[config.mk]
export PLATFORM = sky130hd
export DESIGN_NAME = delay_line_vec
export DESIGN_NICKNAME = d
export VERILOG_FILES = /design/src/rtl/dsp_pkg.sv /design/src/rtl/delay_stage_vec.sv /design/src/rtl/delay_line_vec.sv
export SDC_FILE = /design/constraint.sdc
export NUM_CORES = 1
export LEC_CHECK = 0
export CAP_MARGIN = 20
export CORE_MARGIN = 3
export CORE_UTILIZATION = 61
export DETAILED_ROUTE_END_ITERATION = 10
export PLACE_DENSITY = 0.85
export SETUP_SLACK_MARGIN = 0.4
export SYNTH_ARGS = -nofsm -noshare
export SYNTH_HDL_FRONTEND = slang
export SYNTH_SLANG_ARGS = --single-unit
[constraint.sdc]
create_clock -name clk -period 13.3 [get_ports clk]
set_input_delay 1.995 -clock clk [delete_from_list [all_inputs] [get_ports clk]]
set_output_delay 1.995 -clock clk [all_outputs]
set_load 0.02 [all_outputs]
[src/rtl/dsp_pkg.sv]
// Shared DSP datapath types and the tap-select delay clamp used by delay lines.
package dsp_pkg;

  localparam int DSP_REG_WIDTH = 16;
  localparam int DSP_VECTOR    = 2;

  typedef logic [DSP_REG_WIDTH-1:0] sample_t;
  typedef sample_t [DSP_VECTOR-1:0] sample_vec_t;

  // Requested delay of 0 means "shortest", anything past the chain means "longest".
  function automatic int unsigned clamp_dly(input int unsigned sel, input int unsigned depth);
    if (sel == 0) begin
      return 1;
    end else if (sel > depth) begin
      return depth;
    end else begin
      return sel;
    end
  endfunction

endpackage

[src/rtl/delay_stage_vec.sv]
// One register stage of the vector delay line: holds paired a/b vectors plus a valid bit.
module delay_stage_vec
  import dsp_pkg::*;
#(
  parameter int REG_WIDTH = DSP_REG_WIDTH,
  parameter int VECTOR    = DSP_VECTOR
) (
  input  logic                             clk,
  input  logic                             rst,
  input  logic                             en,
  input  logic                             clr,
  input  logic [VECTOR-1:0][REG_WIDTH-1:0] a_d,
  input  logic [VECTOR-1:0][REG_WIDTH-1:0] b_d,
  input  logic                             vld_d,
  output logic [VECTOR-1:0][REG_WIDTH-1:0] a_q,
  output logic [VECTOR-1:0][REG_WIDTH-1:0] b_q,
  output logic                             vld_q
);

  always_ff @(posedge clk or posedge rst) begin
    if (rst) begin
      a_q   <= '0;
      b_q   <= '0;
      vld_q <= 1'b0;
    end else if (clr) begin
      a_q   <= '0;
      b_q   <= '0;
      vld_q <= 1'b0;
    end else if (en) begin
      a_q   <= a_d;
      b_q   <= b_d;
      vld_q <= vld_d;
    end
  end

endmodule

[src/rtl/delay_line_vec.sv]
// Runtime-selectable 1..DEPTH cycle delay for paired sample vectors, with stall, flush,
// valid tracking and a primed flag; output is a combinational tap of the stage registers.
module delay_line_vec
  import dsp_pkg::*;
#(
  parameter int   REG_WIDTH = DSP_REG_WIDTH,
  parameter int   VECTOR    = DSP_VECTOR,
  parameter int   DEPTH     = 4,
  localparam int  DLY_W     = $clog2(DEPTH + 1)
) (
  input  logic                             clk,
  input  logic                             rst,
  input  logic                             en,
  input  logic                             clr,
  input  logic                             in_valid,
  input  logic [VECTOR-1:0][REG_WIDTH-1:0] a_in,
  input  logic [VECTOR-1:0][REG_WIDTH-1:0] b_in,
  input  logic [DLY_W-1:0]                 dly_sel,
  output logic [VECTOR-1:0][REG_WIDTH-1:0] a_out,
  output logic [VECTOR-1:0][REG_WIDTH-1:0] b_out,
  output logic                             out_valid,
  output logic                             primed
);

  logic [VECTOR-1:0][REG_WIDTH-1:0] a_d   [DEPTH];
  logic [VECTOR-1:0][REG_WIDTH-1:0] b_d   [DEPTH];
  logic [VECTOR-1:0][REG_WIDTH-1:0] a_stg [DEPTH];
  logic [VECTOR-1:0][REG_WIDTH-1:0] b_stg [DEPTH];
  logic [DEPTH-1:0]                 vld_d;
  logic [DEPTH-1:0]                 vld_stg;
  logic [DLY_W-1:0]                 keff;
  logic [DLY_W-1:0]                 fill_cnt;

  // Bubbles enter as zero data so stale samples never leak out of an invalid tap.
  assign a_d[0]   = in_valid ? a_in : '0;
  assign b_d[0]   = in_valid ? b_in : '0;
  assign vld_d[0] = in_valid;

  for (genvar i = 1; i < DEPTH; i++) begin : g_link
    assign a_d[i]   = a_stg[i-1];
    assign b_d[i]   = b_stg[i-1];
    assign vld_d[i] = vld_stg[i-1];
  end

  for (genvar i = 0; i < DEPTH; i++) begin : g_stage
    delay_stage_vec #(
      .REG_WIDTH (REG_WIDTH),
      .VECTOR    (VECTOR)
    ) u_stage (
      .clk   (clk),
      .rst   (rst),
      .en    (en),
      .clr   (clr),
      .a_d   (a_d[i]),
      .b_d   (b_d[i]),
      .vld_d (vld_d[i]),
      .a_q   (a_stg[i]),
      .b_q   (b_stg[i]),
      .vld_q (vld_stg[i])
    );
  end

  always_ff @(posedge clk or posedge rst) begin
    if (rst) begin
      fill_cnt <= '0;
    end else if (clr) begin
      fill_cnt <= '0;
    end else if (en && in_valid && (fill_cnt != DLY_W'(DEPTH))) begin
      fill_cnt <= fill_cnt + 1'b1;
    end
  end

  assign keff   = DLY_W'(clamp_dly(32'(dly_sel), DEPTH));
  assign primed = (fill_cnt >= keff);

  always_comb begin
    a_out     = '0;
    b_out     = '0;
    out_valid = 1'b0;
    for (int i = 0; i < DEPTH; i++) begin
      if (DLY_W'(i + 1) == keff) begin
        a_out     = a_stg[i];
        b_out     = b_stg[i];
        out_valid = vld_stg[i];
      end
    end
  end

endmodule
==> results of run 1 <==
## worst min path at each step
| stage | end | cells after the start |
|---|---|---|
| floorplan | g_stage[0].u_stage.vld_q$_DFFE_PP0P_ | 1 |
| finish | g_stage[0].u_stage.vld_q$_DFFE_PP0P_ | 1 |
| global placement | g_stage[0].u_stage.vld_q$_DFFE_PP0P_ | 1 |
| detailed placement | g_stage[0].u_stage.vld_q$_DFFE_PP0P_ | 1 |
| global route | g_stage[3].u_stage.b_q[9]$_DFFE_PP0P_ | 2 |
| CTS | g_stage[0].u_stage.vld_q$_DFFE_PP0P_ | 1 |
## sequential cells by signal (all words and copies together) (netlist names)
register	flops
g_stage.u_stage.b_q	128
g_stage.u_stage.vld_q	4
g_stage.u_stage.a_q	128
fill_cnt	3
## stage by stage
step | instance area [sq um] | power (mW)
3_3_place_gp | 13700 | 1.02
3_5_place_dp | 13700 | 1.02
2_1_floorplan | 12400 | 0.962
6_report | 14600 | 1.80
5_1_grt | 14600 | 1.87
4_1_cts | 14600 | 1.82
## worst max-delay path, delay by kind of cell
kind | cells | cell delay [ps]
buffers and inverters | 4 | 1860
adder cells (fa/ha/maj) | 1 | 250
AO/OA/AOI/OAI | 2 | 360
AND/OR/NAND/NOR | 2 | 230
## cell families (layout without fill, tap and decap cells)
family	Yosys count	count (layout)
multiplexers	260	260
flip-flops	263	263
AO/OA/AOI/OAI	204	204
adder cells (fa/ha/maj)	4	4
buffers and inverters	102	202
AND/OR/NAND/NOR	269	269
## power groups by stage
stage / sequential (mW) / clock (mW) / combinational [mW]
3_3_place_gp: 0.841 / 0 / 0.180
6_report: 0.827 / 0.793 / 0.181
4_1_cts: 0.827 / 0.806 / 0.183
3_5_place_dp: 0.841 / 0 / 0.182
2_1_floorplan: 0.837 / 0 / 0.124
5_1_grt: 0.828 / 0.840 / 0.197
## metal layers
metal | GRT usage (%) | vias to the layer above | share of wire [%]
li1 | - | 4036 | -
met4 | 6.18 | 0 | 2.3
met1 | 35.2 | 4315 | 44
met3 | 3.37 | 44 | 4.3
met5 | 0 | - | 0
met2 | 39.9 | 194 | 49
## layout by cell type, fill, tap and decap left out, types with 2 or more instances in the layout
cell type        instances
a211oi_1                65
a21o_1                  66
a21oi_1                  3
a22o_1                  64
buf_4                   13
bufinv_16                4
clkbuf_1                 2
clkbuf_16               27
clkbuf_8                 7
clkdlybuf4s50_1        132
clkinv_2                 6
clkinvlp_4               2
dfrtp_1                263
ha_1                     4
inv_1                    5
mux2i_1                260
nor2_1                 260
nor2_4                   2
o21ai_0                  2
or3_1                    2
## area by class of cell
| class | count | area [sq um] | share of cell area, % |
|---|---|---|---|
| Clock buffer | 36 | 779 | 5.33 |
| Clock inverter | 13 | 174 | 1.19 |
| Inverter | 6 | 30.0 | 0.205 |
| Multi-Input combinational cell | 737 | 5290 | 36.2 |
| Sequential cell | 263 | 6580 | 45.0 |
| Tap cell | 265 | 332 | 2.27 |
| Timing Repair Buffer | 147 | 1450 | 9.87 |
==> impl_metrics.json, run 1 <==
{
  "grt_overflow": 0,
  "drv_slew": 0,
  "synthAdderAreaFrac_pct": 0.402,
  "path_clk_slew_ps": 60,
  "yosysUniqueCellTypes": 25,
  "synth_most_common_cell": "dfrtp_1",
  "antenna_found_initial": 0,
  "synth_mux_area_share_pct": 20.9,
  "grt_max_degree": 113,
  "crit_chain": "buf_4 -> buf_4 -> inv_1 -> o21a_1 -> ha_1 -> nand2b_1 -> a31oi_1 -> nand2_1 -> clkdlybuf4s50_1",
  "post-cts-setup-buffers": 0,
  "grt_pass1_vias": 8796,
  "period_minus_slack_ps": 6760,
  "cp_max_fo": 95,
  "cts_buffers": 27,
  "swShare_pct": 23.4,
  "grt_use_total_pct": 24.4,
  "p_int_mw": 1.38,
  "ff2ff_path_depth": 5,
  "setup_viol": 0,
  "worst_pin_slew_ps": 1000,
  "yosys_warnings": 0,
  "avgViaCountPerCell": 5.85,
  "antenna_left": 0,
  "vias": 8589,
  "synth_compound_area_share_pct": 12.8,
  "insertedDiodeCount": 0,
  "dp_slack_ps": 6570,
  "syn_area_sq_um": 12400,
  "port_buffers": 137,
  "die_y_um": 149,
  "ff2ff_setup_slack_ps": 11880,
  "synth_top_family_by_area": "multiplexers",
  "dp.final_hpwl_mm": 15.3,
  "hold_violations": 0,
  "setup_tns_ps": 0,
  "gp_congestion": 0.758,
  "r2r-start": "fill_cnt[0]$_DFFE_PP0P_",
  "yosysTopAreaCell": "dfrtp_1",
  "synth_area_per_cell_sq_um": 11.3,
  "status": "finished clean",
  "fin_crit_sh_pct": 50.8,
  "endpoint_kind": "output port",
  "hold_path_startpoint": "g_stage[0].u_stage.vld_q$_DFFE_PP0P_",
  "fp-row-count": 51,
  "worstPathRequired_ps": 11310,
  "p_comb_share_pct": 10.1,
  "worstSetupPathType": "in -> out",
  "htreeDepth": 1,
  "drc": 0,
  "cp_slowest_cell": "buf_4",
  "synthCells": 1102,
  "clockBufferDepth": 3,
  "endpoint": "primed",
  "cpPeakStageDelay_ps": 730,
  "crit_top_cell": "buf_4",
  "slew_headroom_pct": 33.3,
  "avgRoutedWirePerCell_um": 18.1,
  "worst_slack_ps": 6540,
  "synth_area_leaders": "dfrtp_1 53%, mux2i_1 21%, nor2_1 7.9%, a22o_1 4.5%, a21o_1 4.0%",
  "clkSinkCount": 263,
  "synth_xor_area_share_pct": 0,
  "fin_worst_skew_ps": 8.76,
  "synth_nets": 1178,
  "p_leak_nw": 7.61,
  "chipWidth_um": 149,
  "dieArea_sq_um": 22200,
  "fmax_mhz": 148,
  "final_core_util_pct": 74.0,
  "wl_mm": 26.5,
  "switching_power_uw": 422,
  "dr.pass1.iters": 5,
  "maxCapViolations": 0,
  "synth_top_cell_area_share_pct": 52.9,
  "rsz0062_at_grt": "false",
  "ys_seq_elements": 263,
  "area_growth_pct": 17.6,
  "p_clk_share_pct": 44.0,
  "arrival_ps": 4770,
  "synth-simple-area-share_pct": 8.25,
  "ctsResizeCount": 0,
  "ir_drop_v": 0.000114,
  "start_util_pct": 62.9,
  "synthFlopType": "dfrtp_1",
  "cts_tree": "yes",
  "fillerInstances": 1363,
  "worstHoldPathType": "reg -> reg",
  "nets": 1258,
  "final_cells": 1467,
  "synth_edf_count": 0,
  "cp-startpoint": "dly_sel[1]",
  "async_flop_share_pct": 100,
  "cts_hold_buf": 0,
  "root_buffer": "clkbuf_16",
  "synth.yosys.seq_area_share_pct": 52.9,
  "core_sq_um": 19800,
  "place_inst": 1418,
  "io_pins": 138,
  "power_density_nw_per_um2": 123,
  "synth_top_cells_by_count": "263 x dfrtp_1, 262 x nor2_1, 260 x mux2i_1, 66 x a21o_1, 65 x a211oi_1",
  "grt_pass1_wl_mm": 44.9,
  "critPathLaunchType": "input pin",
  "r2r-end": "fill_cnt[1]$_DFFE_PP0P_",
  "insertion_delay_ps": 530,
  "seqPwrFrac_pct": 45.9,
  "drtIter0Drc": 568,
  "drive_gt1_share_pct": 5.49,
  "hold_ws_ps": 514
}
Power figures use the tool's default switching activity.
==> inputs of run 2 (changes only) <==
Settings changed: CORE_UTILIZATION 61 to 51, PLACE_DENSITY 0.85 to 0.76.
Clock period 13.3 ns to 5.95 ns, I/O delays scaled along.
==> run 2 against run 1 <==
First-iteration DRC count is 13% higher. Clock skew barely moved. Count of clock-buffer cells in the layout unchanged. Sequential cell count unchanged. Sequential power grew 120%. Routed wire length is 3.0% higher.
==> impl_metrics.json, run 2 (synthesis gave the netlist of run 1 again) <==
{
  "drv_slew": 0,
  "die_y_um": 162,
  "reg_top3": "g_stage.u_stage.a_q (128), g_stage.u_stage.b_q (128), g_stage.u_stage.vld_q (4)",
  "seqPwrFrac_pct": 43.2,
  "root_buffer": "clkbuf_16",
  "chipWidth_um": 162,
  "worst_pin_slew_ps": 1110,
  "path_clk_slew_ps": 60,
  "cts_buffers": 29,
  "worst-path-stages": 6,
  "final_cells": 1530,
  "power_density_nw_per_um2": 287,
  "ff2ff_path_depth": 5,
  "crit_chain": "buf_4 -> buf_4 -> mux2i_1 -> a211oi_1 -> a21o_1 -> clkdlybuf4s50_1",
  "dpl_cell_area_sq_um": 13800,
  "final_core_util_pct": 62.7,
  "fp-row-count": 56,
  "post-cts-setup-buffers": 0,
  "r2r-end": "fill_cnt[1]$_DFFE_PP0P_",
  "worstPathRequired_ps": 5060,
  "fin_crit_sh_pct": 69.3,
  "avgViaCountPerCell": 5.64,
  "grt_pass1_wl_mm": 45.3,
  "fin_area_sq_um": 14900,
  "grt_use_total_pct": 20.7,
  "period_minus_slack_ps": 4120,
  "vias": 8634,
  "endpoint": "b_out[18]",
  "maxCapViolations": 0,
  "dp_slack_ps": 1810,
  "cpPeakStageDelay_ps": 800,
  "hold_violations": 0,
  "drc": 0,
  "grt_max_degree": 115,
  "p_comb_share_pct": 9.6,
  "final_cell_mix": "263 x dfrtp_1, 260 x mux2i_1, 260 x nor2_1",
  "gp_congestion": 0.759,
  "cp_top_family": "buffers and inverters",
  "cts_tree": "yes",
  "final_common_cell": "dfrtp_1",
  "status": "finished clean",
  "htreeDepth": 1,
  "critPathLaunchType": "input pin",
  "place_inst": 1475,
  "swShare_pct": 23.3,
  "worstSetupPathType": "in -> out",
  "cp_num_buf_inv": 3,
  "p_int_mw": 3.28,
  "ir_drop_v": 0.000211,
  "worstHoldPathType": "reg -> reg",
  "switching_power_uw": 998,
  "cp_slowest_cell": "buf_4",
  "io_pins": 138,
  "ctsResizeCount": 0,
  "start_util_pct": 52.4,
  "drtIter0Drc": 642,
  "worst_slack_ps": 1830,
  "area_growth_pct": 19.7,
  "wl_mm": 27.3,
  "cp-startpoint": "dly_sel[0]",
  "core_sq_um": 23800,
  "dieArea_sq_um": 26300,
  "dp.final_hpwl_mm": 15.9,
  "clockBufferDepth": 3,
  "crit_top_cell": "buf_4",
  "avgRoutedWirePerCell_um": 17.9,
  "antenna_found_initial": 1,
  "cts_hold_buf": 0,
  "fin_worst_skew_ps": 9.15,
  "setup_viol": 0,
  "cp_max_fo": 56,
  "antenna_left": 0,
  "p_leak_nw": 7.69,
  "fmax_mhz": 243,
  "nets": 1264,
  "port_buffers": 137,
  "grt_pass1_vias": 8666,
  "drive_gt1_share_pct": 6.28,
  "endpoint_kind": "output port",
  "grt_overflow": 0,
  "clkSinkCount": 263,
  "dr.pass1.iters": 5,
  "r2r-start": "fill_cnt[1]$_DFFE_PP0P_",
  "arrival_ps": 3230,
  "setup_tns_ps": 0,
  "p_clk_share_pct": 47.2,
  "slew_headroom_pct": 26.1,
  "rsz0062_at_grt": "false",
  "ff2ff_setup_slack_ps": 4520,
  "insertion_delay_ps": 540
}
-- run 2: cell types whose count changed in the layout (fill, tap and decap cells not counted), sizes merged --
cell	before	now
buf	15	19
clkinvlp	2	6
bufinv	4	7
clkinv	6	4
diode	0	1
inv	7	6
-- run 2: power groups by stage --
stage | Clock [mW] | Combinational [mW] | Sequential, mW
after floorplan | 0 | 0.278 | 1.87
after global placement | 0 | 0.409 | 1.88
after detailed placement | 0 | 0.413 | 1.88
after CTS | 2.06 | 0.416 | 1.85
after global routing | 2.13 | 0.446 | 1.85
final | 2.02 | 0.411 | 1.85
-- run 2: stage by stage --
| step | hold WS [ps] | power (mW) |
|---|---|---|
| after floorplan | 473 | 2.15 |
| after global placement | 498 | 2.29 |
| after detailed placement | 497 | 2.29 |
| after CTS | 512 | 4.32 |
| after global routing | 542 | 4.43 |
| final | 508 | 4.28 |
-- run 2: how the worst min path moves through the flow --
stage	start	end	slack (ps)	cells past startpoint
detailed placement	g_stage[0].u_stage.vld_q$_DFFE_PP0P_	g_stage[0].u_stage.vld_q$_DFFE_PP0P_	500	1
CTS	g_stage[0].u_stage.vld_q$_DFFE_PP0P_	g_stage[0].u_stage.vld_q$_DFFE_PP0P_	510	1
global placement	g_stage[0].u_stage.vld_q$_DFFE_PP0P_	g_stage[0].u_stage.vld_q$_DFFE_PP0P_	500	1
global route	g_stage[3].u_stage.a_q[16]$_DFFE_PP0P_	g_stage[3].u_stage.a_q[16]$_DFFE_PP0P_	540	2
finish	g_stage[0].u_stage.vld_q$_DFFE_PP0P_	g_stage[0].u_stage.vld_q$_DFFE_PP0P_	510	1
floorplan	g_stage[0].u_stage.vld_q$_DFFE_PP0P_	g_stage[0].u_stage.vld_q$_DFFE_PP0P_	470	1
-- run 2: cell type report --
type / count / area (sq um)
diodes: 1 / 2.50
clock buffers: 36 / 822
clock inverters: 17 / 279
fillers: 1896 / 8850
inverters: 6 / 26.3
multi-input cells: 737 / 5290
flip-flops and latches: 263 / 6580
well taps: 319 / 399
repair buffers: 151 / 1500
-- run 2: worst reg2reg max path, cell delays in order, from the launching register on --
cell and delay [ps]:
dfrtp_1 420, inv_1 60, ha_1 190, and2_1 180, or3b_1 370, a21oi_1 130
-- run 2: layer usage --
metal  routed length (um)  vias up  global-route usage (%)
li1                     -     4064                       -
met1                12700     4347                    29.7
met2                12900      183                    33.4
met3                 1100       40                    3.11
met4                  637        0                    5.35
met5                    0        -                       0
==> inputs of run 3 (changes only) <==
Clock period 5.95 ns to 3.5 ns, I/O delays scaled along.
==> run 3 against run 2 <==
Power rose by 62%. Sequential share of layout area about the same. Clock skew down 3.9 ps. Register-to-register slack got worse by 2500 ps. Global-route usage rose by 0.27 points. Clock power is 51% higher. Design area about the same. Combinational power increased by 74%.
==> impl_metrics.json, run 3 (synthesis gave the netlist of run 1 again) <==
{
  "antenna_found_initial": 0,
  "post-cts-setup-buffers": 0,
  "grt_pass1_vias": 8775,
  "nets": 1267,
  "dr.pass1.iters": 5,
  "dp.final_hpwl_mm": 15.9,
  "avgRoutedWirePerCell_um": 17.9,
  "drive_gt1_share_pct": 6.03,
  "ctsResizeCount": 0,
  "start_util_pct": 52.4,
  "final_common_cell": "dfrtp_1",
  "fmax_mhz": 357,
  "hold_violations": 0,
  "worstSetupPathType": "in -> out",
  "setup_viol": 0,
  "clkSinkCount": 263,
  "final_cell_mix": "263 x dfrtp_1, 260 x mux2i_1, 260 x nor2_1",
  "htreeDepth": 1,
  "fin_area_sq_um": 14900,
  "drv_slew": 0,
  "status": "finished clean",
  "grt_overflow": 0,
  "arrival_ps": 2280,
  "grt_pass1_wl_mm": 45.9,
  "drc": 0,
  "ff2ff_setup_slack_ps": 2060,
  "ir_drop_v": 0.000369,
  "rsz0062_at_grt": "false",
  "worst_pin_slew_ps": 756,
  "cts_hold_buf": 0,
  "grt_max_degree": 132,
  "period_minus_slack_ps": 2800,
  "worstPathRequired_ps": 2970,
  "r2r-start": "fill_cnt[0]$_DFFE_PP0P_",
  "hold_ws_ps": 363,
  "maxCapViolations": 0,
  "cts_tree": "yes",
  "io_pins": 138,
  "gp_congestion": 0.758,
  "area_growth_pct": 19.7,
  "fin_worst_skew_ps": 5.28,
  "insertion_delay_ps": 520,
  "wl_mm": 27.4,
  "slew_headroom_pct": 49.6,
  "avgViaCountPerCell": 5.63,
  "power_density_nw_per_um2": 464,
  "drtIter0Drc": 611,
  "fp-row-count": 56,
  "endpoint_kind": "output port",
  "vias": 8608,
  "dpl_cell_area_sq_um": 13900,
  "reg_top3": "g_stage.u_stage.a_q (128), g_stage.u_stage.b_q (128), g_stage.u_stage.vld_q (4)",
  "path_clk_slew_ps": 60,
  "grt_use_total_pct": 21.0,
  "clockBufferDepth": 3,
  "insertedDiodeCount": 0,
  "root_buffer": "clkbuf_16",
  "p_leak_nw": 7.69,
  "fin_crit_sh_pct": 80.1,
  "core_sq_um": 23800,
  "worstHoldPathType": "in -> async",
  "cpPeakStageDelay_ps": 560,
  "critPathLaunchType": "input pin",
  "cp_slowest_cell": "clkdlybuf4s50_1",
  "cp_max_fo": 17,
  "crit_chain": "buf_4 -> inv_1 -> o21a_1 -> ha_1 -> nand2b_1 -> o221ai_1 -> nand2_1 -> clkdlybuf4s50_1",
  "chipWidth_um": 162,
  "dieArea_sq_um": 26300,
  "die_y_um": 162,
  "port_buffers": 137,
  "power.total_mw": 6.91,
  "cp-startpoint": "dly_sel[1]",
  "cts_buffers": 28,
  "ff2ff_path_depth": 5,
  "antenna_left": 0,
  "r2r-end": "fill_cnt[1]$_DFFE_PP0P_"
}
## run 3: changes by cell type in the layout (fill, tap and decap cells not counted), moves of 3 or more
cell        change
buf_12          +8
buf_4           -4
bufinv_16       -5
clkbuf_1        +4
clkbuf_8        +3
clkinvlp_4      -4
## run 3: area by class of cell
cell class,count,area [sq um]
inverter,6,26.3
fill,1870,8860
timing repair buffer,155,1630
clock buffer,43,878
multi-input combinational,737,5290
tap,319,399
clock inverter,7,87.6
sequential,263,6580
## run 3: metal layers
metal	vias up	global-route usage, %	routed length, um
met3	36	2.78	995
li1	4063	-	-
met4	0	3.92	386
met5	-	0	0
met2	157	34.2	13000
met1	4352	30.6	13000
## run 3: critical path, delay by kind of cell
kind | cells | cell delay (ps)
buffers and inverters | 3 | 860
adders and majority gates | 1 | 250
AOI/OAI and AO/OA | 2 | 340
and+or+nand+nor | 2 | 280
## run 3: where the power goes
part           internal (mW)  switching (mW)
registers               3.10          0.0447
logic                  0.309           0.408
clock network           1.86            1.19
## run 3: worst max-delay path by stage
stage,slack [ps],end,cells after the start
after floorplan,-490,fill_cnt[0]$_DFFE_PP0P_,1
after global placement,670,primed,8
after detailed placement,690,primed,8
after CTS,660,primed,6
after global routing,560,primed,6
final,700,primed,8
## run 3: through the flow
stage	util (%)	TNS [ps]	std cells	setup slack (ps)
after global routing	62.7	0	1530	565
after CTS	62.7	0	1530	657
after global placement	58.6	0	1480	666
final	62.7	0	1530	696
after floorplan	-	-130060	1102	-495
after detailed placement	58.6	0	1480	694
